<file path="config.mk">
export PLATFORM = sky130hd
export DESIGN_NAME = clock_display_driver_flat
export DESIGN_NICKNAME = d
export VERILOG_FILES = /design/src/rtl/clock_display_driver_if.sv /design/src/rtl/clock_display_driver.sv /design/src/flat_wrapper.sv
export SDC_FILE = /design/constraint.sdc
export NUM_CORES = 1
export LEC_CHECK = 0
export BUFFER_PORTS_ARGS = -buffer_cell sky130_fd_sc_hd__buf_2
export CAP_MARGIN = 15
export CORE_UTILIZATION = 55
export CTS_BUF_LIST = sky130_fd_sc_hd__clkbuf_4 sky130_fd_sc_hd__clkbuf_8
export CTS_CLUSTER_DIAMETER = 200
export CTS_CLUSTER_SIZE = 40
export DETAILED_ROUTE_END_ITERATION = 16
export GPL_TIMING_DRIVEN = 0
export PLACE_DENSITY = 0.76
export SYNTH_ARGS = -nofsm -noshare
export SYNTH_HDL_FRONTEND = slang
export SYNTH_SLANG_ARGS = --single-unit
</file>
<file path="constraint.sdc">
create_clock -name Clk -period 8.58 [get_ports Clk]
set_input_delay 0.858 -clock Clk [delete_from_list [all_inputs] [get_ports Clk]]
set_output_delay 0.858 -clock Clk [all_outputs]
set_load 0.03 [all_outputs]
</file>
<file path="src/rtl/clock_display_driver_if.sv">
// Time inputs from digitalclock and multiplexed display outputs of clock_display_driver.
// The master side supplies the time and observes the display; the driver is the slave.
interface clock_display_driver_if;
  logic [5:0] seconds;
  logic [5:0] minutes;
  logic [4:0] hours;
  logic [5:0] an;
  logic [6:0] seg;
  logic       dp;
  logic       frame_start;

  modport master (
    output seconds, minutes, hours,
    input  an, seg, dp, frame_start
  );

  modport slave (
    input  seconds, minutes, hours,
    output an, seg, dp, frame_start
  );
endinterface

</file>
<file path="src/rtl/clock_display_driver.sv">
// Six-digit multiplexed seven-segment driver for HH:MM:SS with per-frame snapshot,
// anti-ghosting guard interval, leading-zero blanking and a blinking colon.
module clock_display_driver #(
  parameter int SCAN_DIV = 1000,
  parameter int GUARD    = 1,
  parameter int BLANK_LZ = 1
) (
  input  logic                   Clk,
  input  logic                   reset,
  clock_display_driver_if.slave  bus
);

  localparam logic [15:0] P_LAST  = 16'(SCAN_DIV - 1);
  localparam logic [15:0] GUARD_W = 16'(GUARD);
  localparam logic [6:0]  SEG_BLANK = 7'b1111111;
  localparam logic [6:0]  SEG_DASH  = 7'b0111111;

  logic [15:0] p_q, p_d;
  logic [2:0]  d_q, d_d;
  logic [5:0]  s_q, s_d;
  logic [5:0]  m_q, m_d;
  logic [4:0]  h_q, h_d;

  logic [5:0]  an_q, an_d;
  logic [6:0]  seg_q, seg_d;
  logic        dp_q, dp_d;
  logic        frame_start_q, frame_start_d;

  logic        tick_s;
  logic        load_s;
  logic        guard_ok_s;

  logic [7:0]  sec_bcd_s, min_bcd_s, hr_bcd_s;
  logic        s_ok_s, m_ok_s, h_ok_s;
  logic [3:0]  digit_s;
  logic        field_ok_s;
  logic        lz_s;

  // Split 0..63 into {tens, ones} with a compare/subtract ladder; tens saturates at 6.
  function automatic logic [7:0] split_bcd(input logic [5:0] v);
    logic [3:0] tens;
    logic [3:0] ones;
    if (v >= 6'd60) begin
      tens = 4'd6; ones = 4'(v - 6'd60);
    end else if (v >= 6'd50) begin
      tens = 4'd5; ones = 4'(v - 6'd50);
    end else if (v >= 6'd40) begin
      tens = 4'd4; ones = 4'(v - 6'd40);
    end else if (v >= 6'd30) begin
      tens = 4'd3; ones = 4'(v - 6'd30);
    end else if (v >= 6'd20) begin
      tens = 4'd2; ones = 4'(v - 6'd20);
    end else if (v >= 6'd10) begin
      tens = 4'd1; ones = 4'(v - 6'd10);
    end else begin
      tens = 4'd0; ones = v[3:0];
    end
    return {tens, ones};
  endfunction

  function automatic logic [6:0] seg_code(input logic [3:0] digit);
    logic [6:0] code;
    case (digit)
      4'd0:    code = 7'b1000000;
      4'd1:    code = 7'b1111001;
      4'd2:    code = 7'b0100100;
      4'd3:    code = 7'b0110000;
      4'd4:    code = 7'b0011001;
      4'd5:    code = 7'b0010010;
      4'd6:    code = 7'b0000010;
      4'd7:    code = 7'b1111000;
      4'd8:    code = 7'b0000000;
      4'd9:    code = 7'b0010000;
      default: code = SEG_BLANK;
    endcase
    return code;
  endfunction

  assign tick_s = (p_q == P_LAST);
  assign load_s = tick_s && (d_q == 3'd5);

  // With no guard interval every slot position is lit; avoids a constant compare.
  if (GUARD == 0) begin : g_no_guard
    assign guard_ok_s = 1'b1;
  end else begin : g_guard
    assign guard_ok_s = (p_q >= GUARD_W);
  end

  // Scan state register: prescaler, digit index and the frame snapshot.
  always_ff @(posedge Clk or negedge reset) begin
    if (!reset) begin
      p_q <= 16'd0;
      d_q <= 3'd0;
      s_q <= 6'd0;
      m_q <= 6'd0;
      h_q <= 5'd0;
    end else begin
      p_q <= p_d;
      d_q <= d_d;
      s_q <= s_d;
      m_q <= m_d;
      h_q <= h_d;
    end
  end

  // Next scan state; the snapshot reloads on the edge where the digit index wraps.
  always_comb begin
    p_d = tick_s ? 16'd0 : (p_q + 16'd1);
    d_d = d_q;
    if (tick_s) begin
      d_d = (d_q == 3'd5) ? 3'd0 : (d_q + 3'd1);
    end else begin
      d_d = d_q;
    end
    if (load_s) begin
      s_d = bus.seconds;
      m_d = bus.minutes;
      h_d = bus.hours;
    end else begin
      s_d = s_q;
      m_d = m_q;
      h_d = h_q;
    end
  end

  // Decode the current slot into next-cycle display values.
  always_comb begin
    sec_bcd_s = split_bcd(s_q);
    min_bcd_s = split_bcd(m_q);
    hr_bcd_s  = split_bcd({1'b0, h_q});
    s_ok_s    = (s_q <= 6'd59);
    m_ok_s    = (m_q <= 6'd59);
    h_ok_s    = (h_q <= 5'd23);
    digit_s    = 4'd0;
    field_ok_s = 1'b0;
    lz_s       = 1'b0;
    case (d_q)
      3'd0: begin digit_s = sec_bcd_s[3:0]; field_ok_s = s_ok_s; end
      3'd1: begin digit_s = sec_bcd_s[7:4]; field_ok_s = s_ok_s; end
      3'd2: begin digit_s = min_bcd_s[3:0]; field_ok_s = m_ok_s; end
      3'd3: begin digit_s = min_bcd_s[7:4]; field_ok_s = m_ok_s; end
      3'd4: begin digit_s = hr_bcd_s[3:0];  field_ok_s = h_ok_s; end
      3'd5: begin
        digit_s    = hr_bcd_s[7:4];
        field_ok_s = h_ok_s;
        lz_s       = (BLANK_LZ != 0) && (hr_bcd_s[7:4] == 4'd0);
      end
      default: begin digit_s = 4'd0; field_ok_s = 1'b0; end
    endcase

    if (!field_ok_s) begin
      seg_d = SEG_DASH;
    end else if (lz_s) begin
      seg_d = SEG_BLANK;
    end else begin
      seg_d = seg_code(digit_s);
    end

    an_d = guard_ok_s ? ~(6'b000001 << d_q) : 6'b111111;
    // Colon sits on the minutes-ones and hours-ones slots, blinking with seconds.
    dp_d = (((d_q == 3'd2) || (d_q == 3'd4)) && !s_q[0]) ? 1'b0 : 1'b1;
    frame_start_d = load_s;
  end

  // Output register: one cycle of latency after the scan state.
  always_ff @(posedge Clk or negedge reset) begin
    if (!reset) begin
      an_q          <= 6'b111111;
      seg_q         <= 7'b1111111;
      dp_q          <= 1'b1;
      frame_start_q <= 1'b0;
    end else begin
      an_q          <= an_d;
      seg_q         <= seg_d;
      dp_q          <= dp_d;
      frame_start_q <= frame_start_d;
    end
  end

  assign bus.an          = an_q;
  assign bus.seg         = seg_q;
  assign bus.dp          = dp_q;
  assign bus.frame_start = frame_start_q;

endmodule

</file>
<file path="src/flat_wrapper.sv">
// flat-port wrapper written by rule: the top's interface ports become plain ports
module clock_display_driver_flat 
#(
  parameter int SCAN_DIV = 1000,
  parameter int GUARD    = 1,
  parameter int BLANK_LZ = 1
)
  (Clk, reset, bus_seconds, bus_minutes, bus_hours, bus_an, bus_seg, bus_dp, bus_frame_start);
  clock_display_driver_if bus_i ();
  input  logic Clk;
  input  logic reset;
  input wire logic [$bits(bus_i.seconds)-1:0] bus_seconds;
  input wire logic [$bits(bus_i.minutes)-1:0] bus_minutes;
  input wire logic [$bits(bus_i.hours)-1:0] bus_hours;
  output wire logic [$bits(bus_i.an)-1:0] bus_an;
  output wire logic [$bits(bus_i.seg)-1:0] bus_seg;
  output wire logic [$bits(bus_i.dp)-1:0] bus_dp;
  output wire logic [$bits(bus_i.frame_start)-1:0] bus_frame_start;
  assign bus_i.seconds = bus_seconds;
  assign bus_i.minutes = bus_minutes;
  assign bus_i.hours = bus_hours;
  assign bus_an = bus_i.an;
  assign bus_seg = bus_i.seg;
  assign bus_dp = bus_i.dp;
  assign bus_frame_start = bus_i.frame_start;
  clock_display_driver #(.SCAN_DIV(SCAN_DIV), .GUARD(GUARD), .BLANK_LZ(BLANK_LZ)) u_core (.Clk(Clk), .reset(reset), .bus(bus_i));
endmodule
</file>
== Word-level counts from Yosys, hierarchy flattened ==
Memory sizes are Yosys's and may differ from the RTL's.
Index checks and enable logic that the tools add are counted.
Widths: inputs -> output; s select.
Word-level totals
  flip-flop bits (word level): 51
  ROM bits: 112
  bits of input ports: 19
  output and inout bits: 15
  logic and storage cells: 114
  memories kept: 1
Operators by class
  add/sub/neg operators: 20
  $lt $le $gt $ge: 22
  equality and inequality tests: 6
  shift-type cells: 1
  mux-type cells: 45
  bitwise operators: 1
  reductions and logical operators: 9
Memories
  (no name shown): depth 16, bits a word 7, read ports 1, clocked after memory_dff 0, write ports 0, line clock_display_driver.sv:63  | case (digit)
Operator list (number)
  $mux 4: 33
  $sub 4x4->4 const B: 12
  $ge 6x6->1 const B: 6
  $ge 6x5->1 const B: 4
  $pmux 4 s6: 1
  $ge 5x6->1 const B: 3
  $add 16x1->16 const B: 1
  $eq 16x10->1 const B: 1
  $ge 16x1->1 const B: 1
  $mux 16: 1
  $mux 7: 2
  $ge 6x4->1 const B: 2
  $le 6x6->1 const B: 2
  $sub 4x2->4 const B: 3
  $sub 4x3->4 const B: 3
  $ge 5x5->1 const B: 2
  $eq 3x2->1 const B: 2
  $eq 3x3->1 const B: 2
  $mux 6: 1
  $not 6->6: 1
  $reduce_or 2->1: 3
  $shl 1x3->6 const A: 1
  $ge 5x4->1 const B: 1
  $le 5x5->1 const B: 1
  other kinds (10): 15

== Longest topological paths before layout ==
Gate-level depths: netlist (run 1).
  depth in word-level cells: 11
  depth in mapped cells: 14

== Worst setup path before layout (run 1) ==
OpenSTA, ideal clock, no wires.
  path type: register -> register
  from: register u_core.m_q[1]
  to: register u_core.seg_q[4] (netlist: u_core.bus.seg[4])
  setup time: 0.088 ns
  data arrival time: 3.014 ns
  required time: 8.492 ns
  slack: 5.478 ns
  cell stages (with the launch flop): 15
  path through: dfrtp_1 -> clkbuf_1 -> inv_1 -> ha_1 -> nor4bb_2 -> nor3_2 -> or3b_1 -> a311oi_1 -> nand3_1 -> a211o_1 -> inv_1 -> ha_1 -> inv_1 -> nor4_1 -> a211oi_1
Between the ends
  word-level cells in the longest chain between the ends: 11
  elaborated cells between the ends (all ways): 30
RTL lines
  start: declaration: line clock_display_driver.sv:21  | logic [5:0] m_q, m_d;
  start signal: assignment: line clock_display_driver.sv:101  | m_q <= m_d;
  $ge 6x4->1 / $sub 4x4->4 (equally long branches): line clock_display_driver.sv:53, clock_display_driver.sv:54
  $mux 1 / $mux 4 (equally long branches): line clock_display_driver.sv:53  | end else if (v >= 6'd10) begin
  $mux 4: line clock_display_driver.sv:51  | end else if (v >= 6'd20) begin
  $mux 4: line clock_display_driver.sv:49  | end else if (v >= 6'd30) begin
  $mux 4: line clock_display_driver.sv:47  | end else if (v >= 6'd40) begin
  $mux 4: line clock_display_driver.sv:45  | end else if (v >= 6'd50) begin
  $mux 4: line clock_display_driver.sv:43  | if (v >= 6'd60) begin
  $pmux 4 s6: line clock_display_driver.sv:137  | case (d_q)
  $mem_v2 16x7
  $mux 7: line clock_display_driver.sv:153  | end else if (lz_s) begin
  $mux 7 (*): line clock_display_driver.sv:151  | if (!field_ok_s) begin
  named net u_core.seg_d[4]: line clock_display_driver.sv:25  | logic [6:0] seg_q, seg_d;
  end signal: assignment: line clock_display_driver.sv:174  | seg_q <= seg_d;
  end: declaration: line clock_display_driver.sv:25
Mark *: on every way through the listed nets, which the timed path passes. The rest lies on a longest branch.
A chain may end at the register's enable or synchronous reset.

== Worst setup path after layout (run 1) ==
Ends and elaborated chain as after synthesis.

==> results of run 1 <==
Yosys cell counts (all sizes together) (4+ instances only):
| cell type | n | share of area [%] |
|---|---|---|
| nand2 | 46 | 4.7 |
| nor2 | 38 | 3.9 |
| dfrtp | 37 | 25 |
| ha | 29 | 9.9 |
| o21ai | 27 | 3.7 |
| inv | 19 | 1.9 |
| a21oi | 16 | 2.2 |
| nand3 | 16 | 2.2 |
| dfstp | 14 | 10 |
| xnor2 | 12 | 2.9 |
| nor3 | 11 | 1.8 |
| clkbuf | 10 | 1.1 |
| nor2b | 10 | 1.7 |
| and2 | 7 | 1.2 |
| buf | 7 | 0.96 |
| mux2 | 7 | 2.2 |
| nand2b | 7 | 1.2 |
| nor4 | 6 | 1.0 |
| o31ai | 6 | 1.4 |
| o211ai | 5 | 1.0 |
| or3 | 5 | 0.86 |
| xor2 | 5 | 1.2 |
| a2111oi | 4 | 1.7 |
| and3 | 4 | 0.68 |
| mux2i | 4 | 1.1 |
| nand3b | 4 | 0.82 |
| nand4 | 4 | 0.68 |
| o2111ai | 4 | 0.96 |
| or2 | 4 | 0.68 |
registers in the layout, summed over array words and instances, names as in the netlist:
name                    cells
u_core.bus.an               6
u_core.bus.dp               1
u_core.bus.frame_start      1
u_core.bus.seg              7
u_core.d_q                  3
u_core.h_q                  5
u_core.m_q                  6
u_core.p_q                 16
u_core.s_q                  6
stage by stage:
stage	hold WS (ns)	total power (uW)	setup WS (ns)
global placement	0.457	254	5.02
CTS	0.477	428	4.95
detailed placement	0.458	254	5.00
floorplan	0.438	245	5.48
finish	0.475	425	4.90
global route	0.500	437	4.69
worst register-to-register path: cells and delay by family, from the launching register on:
kind / cells / cell delay (ns)
buffers and inverters: 4 / 0.73
AOI/OAI and AO/OA: 3 / 0.82
adders and majority gates: 2 / 0.40
DFF: 1 / 0.48
and+or+nand+nor: 5 / 1.17
path summary, 6_finish.rpt:
path	start	endpoint	slack, ns	cells after the start
max in group asynchronous	reset	u_core.bus.an[5]	7.46	2
max	u_core.m_q[1]	u_core.bus.seg[4]	4.90	14
min in group asynchronous	reset	u_core.m_q[1]	0.50	1
min reg2reg	u_core.p_q[15]	u_core.p_q[15]	0.48	1
min	u_core.p_q[15]	u_core.p_q[15]	0.48	1
max reg2reg	u_core.m_q[1]	u_core.bus.seg[4]	4.90	14
routing by layer:
| metal | wire length [um] | vias to the layer above | global-route usage (%) | share of wire, % |
|---|---|---|---|---|
| li1 | - | 1571 | - | - |
| met1 | 3970 | 1556 | 34.4 | 46 |
| met2 | 4150 | 99 | 43.5 | 48 |
| met3 | 427 | 15 | 2.77 | 4.9 |
| met4 | 157 | 0 | 8.32 | 1.8 |
| met5 | 0 | - | 0 | 0 |
cell usage in the layout (no fill, tap or decap), types with 9 or more instances in the layout:
cell / Yosys / layout
nor2_1: 38 / 38
nand3_1: 16 / 16
a21oi_1: 16 / 16
inv_1: 18 / 18
dfrtp_1: 37 / 37
o21ai_0: 24 / 24
ha_1: 29 / 29
nand2_1: 46 / 46
dfstp_2: 14 / 14
buf_2: 7 / 40
nor2b_1: 10 / 10
nor3_1: 9 / 9
xnor2_1: 12 / 12
clkbuf_1: 9 / 9
cells by family (layout without fill, tap and decap cells):
family          count (synthesis)  count (layout)  share of synthesized area (%)
fa+ha+maj                      29              29                           9.92
flops                          51              51                           35.4
simple gates                  175             175                           24.7
compound gates                 96              96                           18.7
buf+inv                        36              78                           3.97
mux                            11              11                           3.25
xor+xnor                       17              17                           4.07
layout make-up:
class	count	share of cell area (%)
Timing Repair Buffer	34	4.57
Inverter	19	1.76
Sequential cell	51	31.9
Buffer	17	1.82
Clock inverter	3	1.05
Tap cell	77	2.38
Clock buffer	5	1.70
Multi-Input combinational cell	328	54.8
where the power goes:
group	internal [uW]	switching, uW
Combinational	3.79	5.66
Sequential	241	0
Clock	87.2	87.4
Total	332	93.1
==> metrics.md, run 1 <==
| Metric | Value |
|---|---|
| Total GRT Usage | `25.6%` |
| Syn Nets | `463` |
| DP HPWL | `6.30 mm` |
| RSZ-0062 raised after global routing | `no` |
| Port bufs | `33` |
| Hold_buf cts | `0` |
| Final-stage net count | `504` |
| PD cells | `105 mW/mm^2` |
| Area of the multi-input gates | `0.00222 sq mm` |
| Inserted Clock Buffers | `5` |
| Worst VDD drop | `0.0817 mV` |
| Initial core utilization | `57.3%` |
| Post-CTS setup buffer count | `0` |
| CTS max path bufs | `2` |
| Antenna-violating nets left | `0` |
| Crit path DAT | `3.91 ns` |
| Startpoint Class | `flop` |
| Share of post-route cells with drive strength above 1 | `17.7%` |
| Leakage | `0.00181 uW` |
| Fill count | `571` |
| Peak Freq | `272 MHz` |
| Placeable Area | `0.00639 sq mm` |
| Register area share after synthesis | `35.4%` |
| Final Wtd Congestion | `0.892` |
| CP bufs+invs | `4` |
| Fin. Hold Viols | `0` |
| Root Buffer | `clkbuf_8` |
| # rows | `29` |
| Final wirelength | `8.71 mm` |
| FF+latch area | `0.00129 sq mm` |
| Worst-path cell chain | `clkbuf_1 > inv_1 > ha_1 > nor4bb_2 > nor3_2 > or3b_1 > a311oi_1 > nand3_1 > a211o_1 > inv_1 > ha_1 > inv_1 > nor4_1 > a211oi_1` |
| CTS Sinks | `51` |
| First DRT Iteration DRCs | `230` |
| Die area | `0.00698 sq mm` |
| Syn Inst Count | `415` |
| Worst-case clock skew | `0.00587 ns` |
| Total grt overflow | `0` |
| Layout area overhead | `10.7%` |
| Post-route minimum period | `3.68 ns` |
| Netlist Area Pre-Place | `0.00366 sq mm` |
| Slowest CP cell | `dfrtp_1` |
| Worst Path Required | `8.81 ns` |
| Family with the most delay on the worst path | `simple AND/OR/NAND/NOR gates` |
| TritonRoute pass-1 iters | `5` |
| Final cell count without fillers | `534` |
| Avg Cell Area, Syn | `8.81 sq um` |
| Critical path class | `flop to flop` |
| Clock Latency Late Sink | `0.31 ns` |
| Max cap viols | `0` |
| Outcome | `finished, final reports clean` |
| Synth cell types | `68` |
| Least-Margin Pin Slew | `0.986 ns` |
| Vias in the first global route | `3111` |
| Inst Count DP | `525` |
| Most used DFF post-synth | `dfrtp_1` |
| Slew Limit Headroom | `33.6%` |
| Largest net degree at the start of global routing | `52` |
| Final Slew Violations | `0` |
| Crit. End Element | `flop` |
| Period utilisation layout | `42.9%` |
| Synth warn | `0` |
| Critical Path Max Stage Delay | `0.48 ns` |
| Avg Vias per Cell | `6.07` |
| Endpoints failing setup | `0` |
| Initial antenna violation count | `0` |
| Setup TNS Final | `0 ns` |
| Die W | `83.5 um` |
| CP dominant cell by count | `inv_1` |
| Die height | `83.5 um` |
| Gates resized, CTS repair | `0` |
| Routed vias | `3241` |
| DR DRC count | `0` |
| Crit Path Max Fanout | `10` |
| CTS tree | `built` |
| Seq cells post-synth | `51` |
| Clk slew on worst S/H paths | `0.10 ns` |
| Cell area after placement | `0.00392 sq mm` |
| H-tree depth | `2` |
| EDFF count, synth | `0` |
| Global-route wire length before repair | `14.6 mm` |
| ANT cells | `0` |
| Layout Utilization | `63.4%` |
| Finished Cell Area | `0.00405 sq mm` |
| Boundary Pins | `34` |
| HP Class | `flop to flop` |
| Drt wl/cell | `16.3 um` |
| Async set or reset register ratio after synthesis | `100%` |
Power figures use the tool's default switching activity.
==> inputs of run 2 (changes only) <==
==> constraint.sdc (replaced) <==
create_clock -name Clk -period 3.65 [get_ports Clk]
set_input_delay 0.365 -clock Clk [delete_from_list [all_inputs] [get_ports Clk]]
set_output_delay 0.365 -clock Clk [all_outputs]
set_load 0.03 [all_outputs]
==> run 2 against run 1 <==
Via count rose by 0.83%; combinational power up 130%; worst setup slack got worse by 4.7 ns; clock-buffer cell count is the same; non-clock buffer count rose by 1; critical path depth did not move; design area up 0.37%; fmax up 5.8%.
==> metrics.md, run 2 (same netlist as run 1, synthesis figures left out) <==
| Metric | Value |
|---|---|
| Layout area overhead | `11.2%` |
| Worst-path cell chain | `clkbuf_2 > inv_1 > ha_1 > nor4bb_2 > nor3_2 > or3b_1 > a311oi_1 > nand3_1 > a211o_1 > inv_1 > ha_1 > inv_1 > nor4_1 > a211oi_1` |
| Hold_buf cts | `0` |
| Global-route wire length before repair | `14.6 mm` |
| Antenna-violating nets left | `0` |
| Outcome | `finished, final reports clean` |
| Port bufs | `33` |
| Setup TNS Final | `0 ns` |
| Vias in the first global route | `3111` |
| Routed vias | `3268` |
| Crit. End Element | `flop` |
| Total grt overflow | `0` |
| Period utilisation layout | `95.2%` |
| Fin. Hold Viols | `0` |
| Final Wtd Congestion | `0.892` |
| Critical path class | `flop to flop` |
| Final wirelength | `8.71 mm` |
| Final cell count without fillers | `535` |
| Commonest non-fill, non-tap cell in the layout | `nand2_1` |
| Fill count | `575` |
| RR Endpoint | `u_core.bus.seg[4]` |
| Initial core utilization | `57.3%` |
| Root Buffer | `clkbuf_8` |
| TritonRoute pass-1 iters | `5` |
| Inst Count DP | `525` |
| Die area | `0.00698 sq mm` |
| ANT cells | `0` |
| H-tree depth | `2` |
| Largest net degree at the start of global routing | `52` |
| Initial antenna violation count | `0` |
| DP HPWL | `6.30 mm` |
| CP bufs+invs | `4` |
| R2r worst-path depth | `14` |
| Worst Path Required | `3.88 ns` |
| Share of post-route cells with drive strength above 1 | `18.6%` |
| Clock Latency Late Sink | `0.31 ns` |
| Drt wl/cell | `16.3 um` |
| Crit path DAT | `3.70 ns` |
| Worst-case clock skew | `0.00722 ns` |
| Family with the most delay on the worst path | `simple AND/OR/NAND/NOR gates` |
| CTS Sinks | `51` |
| CTS tree | `built` |
| Max reg flops | `16` |
| # rows | `29` |
| FF+latch area | `0.00129 sq mm` |
| Hold slack final | `0.0124 ns` |
| Avg Vias per Cell | `6.11` |
| First DRT Iteration DRCs | `227` |
| DR DRC count | `0` |
| Startpoint Class | `flop` |
| RSZ-0062 raised after global routing | `no` |
| Leakage | `0.00181 uW` |
| Peak Freq | `288 MHz` |
| Post-route minimum period | `3.48 ns` |
| Most frequent cells in the layout | `nand2_1, buf_2, nor2_1` |
| HP Class | `primary input to asynchronous set/reset pin` |
| CP dominant cell by count | `inv_1` |
| FF-to-FF setup slack | `0.17 ns` |
| Layout Utilization | `63.7%` |
| Die W | `83.5 um` |
| Placeable Area | `0.00639 sq mm` |
| Slew Limit Headroom | `35.6%` |
| Total GRT Usage | `25.6%` |
| Least-Margin Pin Slew | `0.957 ns` |
| Inserted Clock Buffers | `5` |
| Crit Path Max Fanout | `10` |
| PD cells | `245 mW/mm^2` |
| Top reg by flops | `u_core.p_q` |
| Endpoints failing setup | `0` |
| Area of the multi-input gates | `0.00222 sq mm` |
| Crit Reg-Reg Startpoint | `u_core.m_q[1]` |
| Die height | `83.5 um` |
| Critical Path Max Stage Delay | `0.44 ns` |
| Max cap viols | `0` |
| Slowest CP cell | `dfrtp_2` |
| Boundary Pins | `34` |
| Worst VDD drop | `0.192 mV` |
| CTS max path bufs | `2` |
| Final Slew Violations | `0` |
| Clk slew on worst S/H paths | `0.10 ns` |
| Worst setup margin | `0.174 ns` |
| Setup WS pre-CTS | `0.0712 ns` |
| Final-stage net count | `505` |
==> run 2: worst reg2reg max path, cell delays in order, from the launching register on <==
cell and delay, ns:
dfrtp_2 0.44, clkbuf_2 0.24, inv_1 0.11, ha_1 0.21
nor4bb_2 0.18, nor3_2 0.19, or3b_1 0.41, a311oi_1 0.34
nand3_1 0.11, a211o_1 0.41, inv_1 0.16, ha_1 0.17
inv_1 0.05, nor4_1 0.27, a211oi_1 0.10
==> run 2: area by class of cell <==
class	count	area share, %
sequential	51	31.9
timing repair buffer	35	4.74
clock inverter	3	1.05
clock buffer	5	1.69
inverter	19	1.75
tap	77	2.37
multi-input combinational	328	54.7
buffer	17	1.85
==> run 2: worst max path at each step <==
| stage | cells after the start | endpoint | from | slack, ns |
|---|---|---|---|---|
| finish | 14 | u_core.bus.seg[4] | u_core.m_q[1] | 0.17 |
| global route | 14 | u_core.bus.seg[4] | u_core.m_q[1] | 0.004 |
| CTS | 14 | u_core.bus.seg[4] | u_core.m_q[1] | 0.02 |
| detailed placement | 14 | u_core.bus.seg[4] | u_core.m_q[1] | 0.07 |
| global placement | 14 | u_core.bus.seg[4] | u_core.m_q[1] | 0.09 |
| floorplan | 14 | u_core.bus.seg[4] | u_core.m_q[1] | 0.55 |
==> run 2: through the flow <==
step,instance area [sq um],power [uW]
3_5_place_dp,3920,597
5_1_grt,4070,1030
4_1_cts,4030,1010
3_3_place_gp,3920,596
6_report,4070,997
2_1_floorplan,3660,576
==> run 2: routing by layer <==
metal / global-route usage (%) / vias to the layer above / wire, um
li1: - / 1571 / -
met2: 43.5 / 116 / 4130
met3: 2.77 / 15 / 464
met4: 8.32 / 0 / 157
met5: 0 / - / 0
met1: 34.4 / 1566 / 3960
==> run 2: power by group <==
group | total, uW | internal [uW] | switching (uW)
clock | 409 | 205 | 204
combinational | 22.2 | 8.91 | 13.3
sequential | 565 | 565 | 0
==> run 2: timing repair <==
| item | 4_1_cts | 5_1_grt |
|---|---|---|
| hold endpoints to repair | 0 | 0 |
| gates resized for setup | 0 | 4 |
| endpoints found under the setup margin | 0 | 7 |
| buffers inserted | 0 | 1 |
